## src/rtl/fsm_seq_pkg.sv

```systemverilog
// Shared definitions for the parametrised linear sequencer.
//   seq_sw()      : width of the binary state index for N states (minimum 1)
//   MAX_STATES    : largest supported state count
//   step_e        : kind of step the sequencer takes on an edge
//   loop_word_t   : carrier type for the saturating wrap counter helper
package fsm_seq_pkg;

  localparam int MAX_STATES = 256;

  function automatic int seq_sw(input int n);
    return (n <= 2) ? 1 : $clog2(n);
  endfunction

  // Step chosen for the coming edge; lets a checker see why the index moved.
  typedef enum logic [2:0] {
    STEP_HOLD    = 3'd0,
    STEP_ADV     = 3'd1,
    STEP_WRAP    = 3'd2,
    STEP_TERM    = 3'd3,
    STEP_ABORT   = 3'd4,
    STEP_RECOVER = 3'd5
  } step_e;

  typedef logic [31:0] loop_word_t;

  // Increment v, holding at the all-ones value of a w-bit counter.
  function automatic loop_word_t sat_inc(input loop_word_t v, input int w);
    loop_word_t max_v;
    max_v = (w >= 32) ? '1 : ((32'd1 << w) - 32'd1);
    return (v >= max_v) ? max_v : (v + 32'd1);
  endfunction

endpackage

```

## src/rtl/fsm_onehot_dec.sv

```systemverilog
// Binary index to one-hot decoder.
//   idx    in  SW  binary index
//   onehot out N   onehot[i]=1 when idx==i; all zero when idx >= N
module fsm_onehot_dec #(
  parameter int N  = 16,
  parameter int SW = 4
) (
  input  logic [SW-1:0] idx,
  output logic [N-1:0]  onehot
);

  always_comb begin
    onehot = '0;
    for (int i = 0; i < N; i++) begin
      if (idx == SW'(i)) onehot[i] = 1'b1;
    end
  end

endmodule

```

## src/rtl/fsm_seq_param.sv

```systemverilog
// Parametrised linear sequencer: NSTATES states advanced one per accepted
// strobe, with global hold, synchronous abort, wrap or terminal end mode,
// saturating wrap counter and registered entry/wrap pulses.
//   clk, rst    : clock, synchronous active-high reset
//   en          : 1 allows transitions, 0 freezes state (abort still acts)
//   abort       : return to state 0, clear done and loop_cnt
//   t[NSTATES]  : t[i] advances the sequencer only while in state i
//   st          : one-hot current state (all zero for an illegal index)
//   st_idx      : binary current state (also the FSM state for observation)
//   enter       : first cycle of a newly entered state
//   wrap_pulse  : first cycle of state 0 after a last->0 wrap
//   loop_cnt    : completed wraps, saturating
//   done        : sticky terminal flag, only when WRAP=0
// Handshake: none; t is a level-sampled strobe, one step per cycle at most.
module fsm_seq_param
  import fsm_seq_pkg::*;
#(
  parameter int NSTATES = 16,
  parameter int WRAP    = 1,
  parameter int LOOPS_W = 8,
  localparam int SW     = seq_sw(NSTATES)
) (
  input  logic               clk,
  input  logic               rst,
  input  logic               en,
  input  logic               abort,
  input  logic [NSTATES-1:0] t,
  output logic [NSTATES-1:0] st,
  output logic [SW-1:0]      st_idx,
  output logic               enter,
  output logic               wrap_pulse,
  output logic [LOOPS_W-1:0] loop_cnt,
  output logic               done
);

  localparam int            TW   = 1 << SW;
  localparam logic [SW-1:0] LAST = SW'(NSTATES - 1);
  localparam logic [SW:0]   NST  = (SW + 1)'(NSTATES);

  logic [SW-1:0]      idx_q, idx_d;
  logic               enter_q, enter_d;
  logic               wrap_q, wrap_d;
  logic               done_q, done_d;
  logic [LOOPS_W-1:0] loop_q, loop_d;
  step_e              step;

  // Padded strobe vector so the select by the index is always in range;
  // codes at or above NSTATES read a zero strobe.
  logic [TW-1:0] t_ext;
  logic          t_cur;
  logic          cur_legal;

  assign t_ext     = TW'(t);
  assign t_cur     = t_ext[idx_q];
  assign cur_legal = ({1'b0, idx_q} < NST);

  always_ff @(posedge clk) begin
    if (rst) begin
      idx_q   <= '0;
      enter_q <= 1'b0;
      wrap_q  <= 1'b0;
      done_q  <= 1'b0;
      loop_q  <= '0;
    end else begin
      idx_q   <= idx_d;
      enter_q <= enter_d;
      wrap_q  <= wrap_d;
      done_q  <= done_d;
      loop_q  <= loop_d;
    end
  end

  always_comb begin
    step = STEP_HOLD;
    if (abort) begin
      step = STEP_ABORT;
    end else if (!cur_legal) begin
      // An out-of-range code recovers to 0 without needing en or a strobe.
      step = STEP_RECOVER;
    end else if (en && t_cur) begin
      if (idx_q == LAST) step = (WRAP != 0) ? STEP_WRAP : STEP_TERM;
      else               step = STEP_ADV;
    end
  end

  always_comb begin
    idx_d   = idx_q;
    enter_d = 1'b0;
    wrap_d  = 1'b0;
    done_d  = done_q;
    loop_d  = loop_q;
    case (step)
      STEP_ADV: begin
        idx_d   = idx_q + SW'(1);
        enter_d = 1'b1;
      end
      STEP_WRAP: begin
        idx_d   = '0;
        enter_d = 1'b1;
        wrap_d  = 1'b1;
        loop_d  = LOOPS_W'(sat_inc(loop_word_t'(loop_q), LOOPS_W));
      end
      STEP_TERM: begin
        // Terminal state: no state change, so no entry pulse.
        done_d = 1'b1;
      end
      STEP_ABORT: begin
        idx_d   = '0;
        enter_d = 1'b1;
        done_d  = 1'b0;
        loop_d  = '0;
      end
      STEP_RECOVER: begin
        idx_d   = '0;
        enter_d = 1'b1;
      end
      default: ;
    endcase
  end

  fsm_onehot_dec #(
    .N  (NSTATES),
    .SW (SW)
  ) u_dec (
    .idx    (idx_q),
    .onehot (st)
  );

  assign st_idx     = idx_q;
  assign enter      = enter_q;
  assign wrap_pulse = wrap_q;
  assign loop_cnt   = loop_q;
  assign done       = (WRAP != 0) ? 1'b0 : done_q;

endmodule

```

## config.mk

```make
export PLATFORM = sky130hd
export DESIGN_NAME = fsm_seq_param
export DESIGN_NICKNAME = d
export VERILOG_FILES = /design/src/rtl/fsm_seq_pkg.sv /design/src/rtl/fsm_onehot_dec.sv /design/src/rtl/fsm_seq_param.sv
export SDC_FILE = /design/constraint.sdc
export NUM_CORES = 1
export LEC_CHECK = 0
export ABC_AREA = 1
export BUFFER_PORTS_ARGS = -buffer_cell sky130_fd_sc_hd__buf_4
export CAP_MARGIN = 0
export CORE_ASPECT_RATIO = 1.2
export CORE_UTILIZATION = 36
export DETAILED_ROUTE_END_ITERATION = 6
export MAX_ROUTING_LAYER = met4
export SLEW_MARGIN = 20
export SYNTH_ARGS = -nofsm -noshare
export SYNTH_HDL_FRONTEND = slang
export SYNTH_HIERARCHICAL = 1
export SYNTH_SLANG_ARGS = --single-unit
```

## constraint.sdc

```tcl
create_clock -name clk -period 1.9 [get_ports clk]
set_input_delay 0.57 -clock clk [delete_from_list [all_inputs] [get_ports clk]]
set_output_delay 0.57 -clock clk [all_outputs]
set_load 0.01 [all_outputs]
```

==> results of run 1 <==
## kinds of logic after synthesis
group,count (synthesis),synth area share [%]
XOR/XNOR,2,1.54
buffers and inverters,44,15.6
flip-flops,14,24.7
AND/OR/NAND/NOR,121,50.6
AO/OA/AOI/OAI,11,5.07
other,1,0.330
adder cells (fa/ha/maj),2,2.20
## path summary, 6_finish.rpt
path,start,to,depth (start not counted),slack (ps)
hold / removal,abort,wrap_pulse,2,470
setup reg to reg,loop_cnt[1],loop_cnt[0],9,310
setup / recovery,st_idx[0],st[2],5,120
hold reg to reg,loop_cnt[3],loop_cnt[3],2,510
## what timing repair did
action	CTS	global route
setup endpoints to repair	1	11
pin swaps	0	0
cloned	0	0
resized for setup	1	1
## area by class of cell
| class | instances | area [um2] | area share [%] |
|---|---|---|---|
| sequential | 14 | 283 | 17.9 |
| timing repair buffer | 53 | 398 | 25.2 |
| inverter | 38 | 143 | 9.03 |
| multi-input combinational | 137 | 678 | 42.9 |
| clock buffer | 4 | 36.3 | 2.30 |
| tap | 34 | 42.5 | 2.69 |
## synth_stat cells
master / instances / area [um2]
conb_1: 1 / 3.75
inv_1: 35 / 131
nor3_1: 1 / 5.00
a21oi_1: 7 / 35.0
nor4_1: 1 / 6.26
ha_1: 2 / 25.0
buf_6: 1 / 11.3
nor2_4: 1 / 11.3
nor2_2: 1 / 6.26
dfxtp_1: 14 / 280
nand3_1: 24 / 120
clkinv_1: 1 / 3.75
xor2_1: 2 / 17.5
nand2_1: 52 / 195
or2_1: 1 / 6.26
o21ai_0: 2 / 10.0
a31oi_1: 2 / 12.5
nand2_2: 3 / 18.8
nand3_2: 1 / 10.0
or2_2: 1 / 6.26
nand4_1: 10 / 62.6
inv_2: 2 / 7.51
nor2_1: 22 / 82.6
nand2_4: 2 / 22.5
clkbuf_1: 3 / 11.3
nand4_4: 1 / 21.3
buf_2: 1 / 5.00
buf_4: 1 / 7.51
## worst register-to-register path: stages (launching register included)
cell     delay [ps]
dfxtp_1         410
ha_1            190
nand2_1          80
nor2_1          100
inv_1            70
nor2_1          210
nand2_1         180
nand2_1         110
nand4_1         100
nand2_1          80
## power by group
group          switching, uW  total [uW]  internal, uW  leakage, uW
clock network            102         218           117    0.0000210
logic                   76.3         140          63.7     0.000746
registers               3.06         300           297     0.000114
total                    181         658           477     0.000881
## sequential cells by signal, indices dropped and copies added (netlist names)
register / flops
enter: 1
loop_cnt: 8
st_idx: 4
wrap_pulse: 1
## through the flow
stage          utilization [%]  hold slack [ps]  total power (uW)  setup slack (ps)
5_1_grt                   54.7              452               709              12.6
2_1_floorplan                -              506               389               450
3_3_place_gp              53.3              485               446               261
4_1_cts                   54.6              459               668              69.6
6_report                  54.7              468               658               125
3_5_place_dp              53.3              486               449               248
## layer usage
layer	track usage, %	up-vias	share of wire (%)
met5	-	-	0
met2	37.0	41	52
li1	-	709	-
met3	2.90	2	5.8
met1	20.6	597	42
met4	6.91	0	0.61
==> results.sh, run 1 <==
export IMPL_outcome="complete, no violations"
export IMPL_mostFrequentLayoutCell="buf_4"
export IMPL_cts_hold_buffers_added=0
export IMPL_cts_tree="done"
export IMPL_cp_end_kind="output port"
export IMPL_max_freq_mhz=563
export IMPL_grt_max_degree=12
export IMPL_cpMaxStageDelayCell="dfxtp_1"
export IMPL_cpMostUsedCell="buf_4"
export IMPL_holdCritPathClass="in2reg"
export IMPL_crit_required_ps=1330
export IMPL_port_buffers=49
export IMPL_p_leak_uw=0.000881
export IMPL_clock_sinks=14
export IMPL_syn_inst=195
export IMPL_finalSetupViolations=0
export IMPL_grt_overflow_total=0
export IMPL_fillerInstances=299
export IMPL_critPathMaxFanout=6
export IMPL_grt_pass1_vias=1204
export IMPL_fin_crit_ps=1780
export IMPL_synth_nets=217
export IMPL_clock_path_buffers=2
export IMPL_p_per_area_nw_per_um2=417
export IMPL_dp_cells=276
export IMPL_final_cells=280
export IMPL_final_nets=269
export IMPL_track_usage_pct=20.1
export IMPL_worstSetupPathType="reg2out"
export IMPL_row_count=21
export IMPL_ctsHtreeMaxLevel=1
export IMPL_period_share_pct=93.4
export IMPL_ant_nets=0
export IMPL_skew_ps=0.899
export IMPL_place_gp_congestion=0.756
export IMPL_syn_area_per_cell_um2=5.83
export IMPL_finalHoldViolCount=0
export IMPL_ir_worst_vdd_v=0.000267
export IMPL_ys_warn_count=6
export IMPL_crit_chain="buf_4, inv_1, nand2_1, nor2_1, buf_4"
export IMPL_worst_setup_path_start_kind="flop"
export IMPL_final_cell_area_um2=1580
export IMPL_layout_common_cells="53 x buf_4, 52 x nand2_1, 35 x inv_1"
export IMPL_drt_pass1_iterations=4
export IMPL_slew_violations=0
export IMPL_antenna_found_initial=0
export IMPL_start_util_pct=39.3
export IMPL_die_x_um=53.3
export IMPL_io_pins=51
export IMPL_cap_viol_max_count=0
export IMPL_area_delta_synth_final_pct=39.1
export IMPL_hpwl_um=2380
export IMPL_drtIter0Drc=43
export IMPL_ys_ff_latch=14
export IMPL_post_drt_wl_per_cell_um=10.6
export IMPL_clk_pin_slew_ps=90
export IMPL_drc=0
export IMPL_ys_types=28
export IMPL_critPathBufInv=3
export IMPL_grt_first_pass_wirelength_um=5060
export IMPL_core_region_area_um2=2890
export IMPL_setup_tns_ps=0
export IMPL_crit_arrival_ps=1210
export IMPL_routed_wl_um=2950
export IMPL_syn_cell_area_um2=1140
export IMPL_cts_buffers=3
export IMPL_crit_path_max_incr_delay_ps=340
export IMPL_cts_root_buf="clkbuf_4"
export IMPL_drive_gt1_share_pct=28.9
export IMPL_die_area_um2=3390
export IMPL_vias=1349
export IMPL_post_cts_buffers=0
export IMPL_rsz0062_at_grt="false"
export IMPL_ys_seq_area_share_pct=24.7
export IMPL_worstSkewPairLatency_ps=280
export IMPL_vias_per_cell=4.82
export IMPL_dieHeight_um=63.5
export IMPL_placed_cell_area_um2=1540
export IMPL_n_antenna_cell=0
export IMPL_crit_family="buffers and inverters"
Power figures use the tool's default switching activity.
==> inputs of run 2 (changes only) <==
SETUP_SLACK_MARGIN = 0.15   (was unset)
==> results.sh, run 2 (synthesized netlist as in run 1, its figures left out) <==
export IMPL_track_usage_pct=20.1
export IMPL_crit_arrival_ps=1130
export IMPL_n_antenna_cell=0
export IMPL_layout_common_cells="54 x buf_4, 48 x nand2_1, 34 x inv_1"
export IMPL_placed_cell_area_um2=1540
export IMPL_grt_first_pass_wirelength_um=5070
export IMPL_drive_gt1_share_pct=33.9
export IMPL_worstSetupPathType="reg2out"
export IMPL_pre_cts_ws_ps=248
export IMPL_pwr_share_seq_pct=44.9
export IMPL_final_cell_area_um2=1630
export IMPL_crit_required_ps=1330
export IMPL_finalHoldViolCount=0
export IMPL_drtIter0Drc=29
export IMPL_fin_crit_ps=1700
export IMPL_max_freq_mhz=587
export IMPL_mostFrequentLayoutCell="buf_4"
export IMPL_clk_pin_slew_ps=90
export IMPL_crit_chain="buf_6, inv_4, nand2_2, nor2_1, buf_4"
export IMPL_cts_tree="done"
export IMPL_power_frac_clock_pct=33.1
export IMPL_holdPathStages=2
export IMPL_rsz0062_at_grt="true"
export IMPL_power_switching_uw=186
export IMPL_drt_pass1_iterations=4
export IMPL_p_int_uw=478
export IMPL_worstSkewPairLatency_ps=290
export IMPL_dieHeight_um=63.5
export IMPL_largest_reg_flops=8
export IMPL_drc=0
export IMPL_skew_ps=4.98
export IMPL_io_pins=51
export IMPL_grt_overflow_total=0
export IMPL_cap_viol_max_count=0
export IMPL_vias_per_cell=4.84
export IMPL_cts_root_buf="clkbuf_4"
export IMPL_reg2regPathDepth=12
export IMPL_area_delta_synth_final_pct=43.8
export IMPL_crit_path_max_incr_delay_ps=340
export IMPL_antenna_found_initial=0
export IMPL_r2r_setup_slack_ps=350
export IMPL_comb_power_share_pct=22.0
export IMPL_outcome="complete, no violations"
export IMPL_startpoint="st_idx[0]"
export IMPL_crit_family="flip-flops"
export IMPL_row_count=21
export IMPL_rr_endpoint="loop_cnt[7]"
export IMPL_cp_end_kind="output port"
export IMPL_power_uw=665
export IMPL_grt_max_degree=12
export IMPL_ir_worst_vdd_v=0.000282
export IMPL_r2r_start="st_idx[1]"
export IMPL_die_area_um2=3390
export IMPL_slew_violations=0
export IMPL_place_gp_congestion=0.756
export IMPL_cpMaxStageDelayCell="dfxtp_2"
export IMPL_final_nets=271
export IMPL_start_util_pct=39.3
export IMPL_cts_buffers=3
export IMPL_port_buffers=49
export IMPL_p_sw_share_pct=28.1
export IMPL_period_share_pct=89.6
export IMPL_fin_ws_ps=197
export IMPL_hpwl_um=2380
export IMPL_holdCritPathClass="in2reg"
export IMPL_fin_util_pct=56.5
export IMPL_critPathMaxFanout=6
export IMPL_critPathBufInv=3
export IMPL_post_drt_wl_per_cell_um=10.6
export IMPL_vias=1365
export IMPL_ctsHtreeMaxLevel=1
export IMPL_worst_setup_path_start_kind="flop"
export IMPL_worstSetupPathDepth=5
export IMPL_die_x_um=53.3
export IMPL_grt_pass1_vias=1208
export IMPL_clock_path_buffers=2
export IMPL_routed_wl_um=2990
export IMPL_clock_sinks=14
export IMPL_endpoint="st[8]"
export IMPL_ant_nets=0
export IMPL_finalSetupViolations=0
export IMPL_setup_tns_ps=0
export IMPL_p_leak_uw=0.000900
export IMPL_core_region_area_um2=2890
export IMPL_p_per_area_nw_per_um2=407
export IMPL_fillerInstances=292
run 2: cell type report:
class / instances / area [um2] / area share, %
clock buffer: 4 / 36.3 / 2.22
inverter: 38 / 145 / 8.88
multi-input combinational: 137 / 703 / 43.0
sequential: 14 / 290 / 17.8
tap: 34 / 42.5 / 2.60
timing repair buffer: 55 / 417 / 25.5
run 2: through the flow:
step | instances | hold slack [ps]
after floorplan | 195 | 506
after global placement | 276 | 485
after detailed placement | 276 | 486
after CTS | 280 | 459
after global routing | 282 | 452
final | 282 | 456
run 2: routing by layer:
metal	routed length (um)	GRT usage [%]	part of all wire [%]
met1	1220	20.3	41
met2	1560	37.2	52
met3	158	2.90	5.3
met4	48	6.91	1.6
met5	0	-	0
run 2: repair_timing:
item,CTS,global route
setup buffers,0,2
endpoints found under the setup margin,16,17
pin swaps,3,4
hold buffers,0,0
resized for setup,8,10
run 2: worst min path at each step:
stage / endpoint / slack [ps] / startpoint
2_1_floorplan: loop_cnt[3] / 510 / loop_cnt[3]
3_3_place_gp: loop_cnt[3] / 480 / loop_cnt[3]
3_5_place_dp: loop_cnt[3] / 490 / loop_cnt[3]
4_1_cts: wrap_pulse / 460 / abort
5_1_grt: wrap_pulse / 450 / abort
6_report: wrap_pulse / 460 / abort
run 2: power groups by stage:
stage	registers (uW)	clock network, uW	logic [uW]
floorplan	311	0	77.8
global placement	307	0	139
detailed placement	307	0	142
CTS	301	226	143
global route	299	244	165
finish	298	220	146
run 2: worst register-to-register path: stages (launching register included):
cell and delay, ps:
dfxtp_2 380, buf_4 170, inv_1 110, nand3_1 90, nand2_1 60, nand2_1 40, nand2_1 70, inv_2 40
nand2_4 90, nand4_4 150, nor2_4 160, nand2_1 60, nand2_1 60
==> inputs of run 3 (changes only) <==
SYNTH_HIERARCHICAL = unset   (was 1)
==> results.sh, run 3 <==
export IMPL_outcome="complete, no violations"
export IMPL_slew_violations=0
export IMPL_crit_arrival_ps=1190
export IMPL_place_gp_congestion=0.779
export IMPL_cts_root_buf="clkbuf_4"
export IMPL_multi_input_area_um2=822
export IMPL_rr_endpoint="loop_cnt[3]"
export IMPL_r2r_start="st_idx[0]"
export IMPL_cts_buffers=3
export IMPL_worstSkewPairLatency_ps=270
export IMPL_ys_types=25
export IMPL_drtIter0Drc=22
export IMPL_start_util_pct=38.3
export IMPL_dieHeight_um=64.7
export IMPL_finalHoldViolCount=0
export IMPL_rsz0062_at_grt="true"
export IMPL_p_per_area_nw_per_um2=334
export IMPL_placed_cell_area_um2=1590
export IMPL_skew_ps=2.94
export IMPL_ys_ff_latch=14
export IMPL_syn_inst=198
export IMPL_clk_pin_slew_ps=80
export IMPL_routed_wl_um=3310
export IMPL_antenna_found_initial=0
export IMPL_grt_pass1_vias=1182
export IMPL_port_buffers=49
export IMPL_final_cell_area_um2=1860
export IMPL_drive_gt1_share_pct=43.3
export IMPL_synthArstFlopShare_pct=0
export IMPL_io_pins=51
export IMPL_synth_area_leaders="dfxtp_1 24%, nand2_1 19%, inv_1 12%"
export IMPL_die_area_um2=3510
export IMPL_area_delta_synth_final_pct=58.0
export IMPL_row_count=22
export IMPL_setup_tns_ps=0
export IMPL_core_region_area_um2=3080
export IMPL_synth_top_cell_area_share_pct=23.8
export IMPL_ys_seq_area_share_pct=23.8
export IMPL_ctsHtreeMaxLevel=1
export IMPL_largest_reg_flops=8
export IMPL_crit_path_max_incr_delay_ps=390
export IMPL_ys_warn_count=0
export IMPL_critPathBufInv=3
export IMPL_critPathMaxFanout=4
export IMPL_synth_flop_cell="dfxtp_1"
export IMPL_grt_overflow_total=0
export IMPL_crit_family="flip-flops"
export IMPL_layout_common_cells="60 x buf_4, 53 x nand2_1, 31 x inv_1"
export IMPL_seq_area_um2=295
export IMPL_grt_first_pass_wirelength_um=5030
export IMPL_worstHoldEndpoint="loop_cnt[4]"
export IMPL_period_share_pct=92.9
export IMPL_holdPathStages=2
export IMPL_synth_nets=223
export IMPL_clock_sinks=14
export IMPL_synth_commonest_cells="59 x nand2_1, 38 x inv_1, 25 x nor2_1"
export IMPL_n_antenna_cell=0
export IMPL_reg2regPathDepth=14
export IMPL_vias_per_cell=4.75
export IMPL_drt_pass1_iterations=4
export IMPL_die_x_um=54.3
export IMPL_cts_hold_buffers_added=0
export IMPL_fin_crit_ps=1760
export IMPL_vias=1421
export IMPL_r2r_setup_slack_ps=210
export IMPL_hpwl_um=2390
export IMPL_holdCritPathClass="reg2reg"
export IMPL_track_usage_pct=19.6
export IMPL_syn_area_per_cell_um2=5.96
export IMPL_crit_required_ps=1330
export IMPL_cap_viol_max_count=0
export IMPL_yosysMostFrequentCell="nand2_1"
export IMPL_worstSetupPathType="reg2out"
export IMPL_ant_nets=0
export IMPL_worst_setup_path_start_kind="flop"
export IMPL_holdWs_ps=531
export IMPL_p_leak_uw=0.00100
export IMPL_hold_start="loop_cnt[4]"
export IMPL_syn_cell_area_um2=1180
export IMPL_finalSetupViolations=0
export IMPL_synth_top_area_cell="dfxtp_1"
export IMPL_crit_chain="buf_6, ha_4, inv_4, nor2_1, buf_4"
export IMPL_cpMaxStageDelayCell="dfxtp_4"
export IMPL_mostFrequentLayoutCell="buf_4"
export IMPL_fillerInstances=316
export IMPL_synth_edf_count=0
export IMPL_ir_worst_vdd_v=0.000250
export IMPL_max_freq_mhz=567
export IMPL_cts_tree="done"
export IMPL_grt_max_degree=13
export IMPL_post_drt_wl_per_cell_um=11.1
export IMPL_cp_end_kind="output port"
export IMPL_final_nets=290
export IMPL_drc=0
export IMPL_clock_path_buffers=2
[run 3: repair_timing]
action                     CTS  global route
resized for setup           25            27
pin swaps                    6            22
buffers inserted             7             5
gates cloned                 0             2
setup endpoints to repair   16            25
[run 3: routing by layer]
layer  global-route usage [%]  up-vias  share of wire, %
li1                         -      738                 -
met1                     21.3      627                40
met2                     35.7       52                53
met3                     1.41        4               5.9
met4                     6.73        0              0.94
met5                        -        -                 0
[run 3: power by group]
group          internal [uW]  total, uW  switching [uW]  leakage, uW
combinational           81.4        166            84.3     0.000874
sequential               292        297            5.19     0.000116
clock                   73.4        160            86.3    0.0000138
[run 3: cells by family (layout without fill, tap and decap cells)]
group,after synthesis,count (layout),share of synthesized area (%)
buffers and inverters,47,110,16.8
DFF,14,14,23.8
AOI/OAI and AO/OA,6,6,2.54
and+or+nand+nor,122,124,49.1
other,1,1,0.318
xor gates and xnor gates,3,3,2.23
adders and majority gates,5,5,5.30
[run 3: worst reg2reg max path: stages (launching register included)]
cell and delay (ps):
dfxtp_4 410, inv_8 40, buf_6 110, buf_6 120
nand2_2 60, nand3_2 50, nand2_1 60, nand2_1 60
nand2_2 100, nor2_4 60, nor2_8 170, nand2_8 100
nor2_8 160, nand2_1 60, nand2_1 60
[run 3: layout make-up]
| type | instances | share of cell area (%) |
|---|---|---|
| Multi-Input combinational cell | 139 | 44.1 |
| Timing Repair Buffer | 65 | 27.2 |
| Clock buffer | 3 | 1.21 |
| Inverter | 42 | 9.26 |
| Tap cell | 36 | 2.42 |
| Sequential cell | 14 | 15.8 |
[run 3: worst max-delay path by stage]
| stage | slack, ps | depth (start not counted) | to | startpoint |
|---|---|---|---|---|
| after global routing | 80 | 5 | st[9] | st_idx[0] |
| final | 140 | 5 | st[9] | st_idx[0] |
| after detailed placement | 260 | 13 | loop_cnt[6] | t[15] |
| after CTS | 140 | 5 | st[5] | st_idx[0] |
| after global placement | 270 | 13 | loop_cnt[4] | t[13] |
| after floorplan | 210 | 9 | loop_cnt[0] | st_idx[1] |
[run 3: per-stage QoR]
step                util [%]  std cells  worst slack, ps  power [uW]
floorplan                  -        198              212         387
global placement        51.5        282              267         440
detailed placement      51.5        282              255         441
CTS                     56.1        292              142         613
global route            60.5        299             76.5         657
finish                  60.5        299              136         623
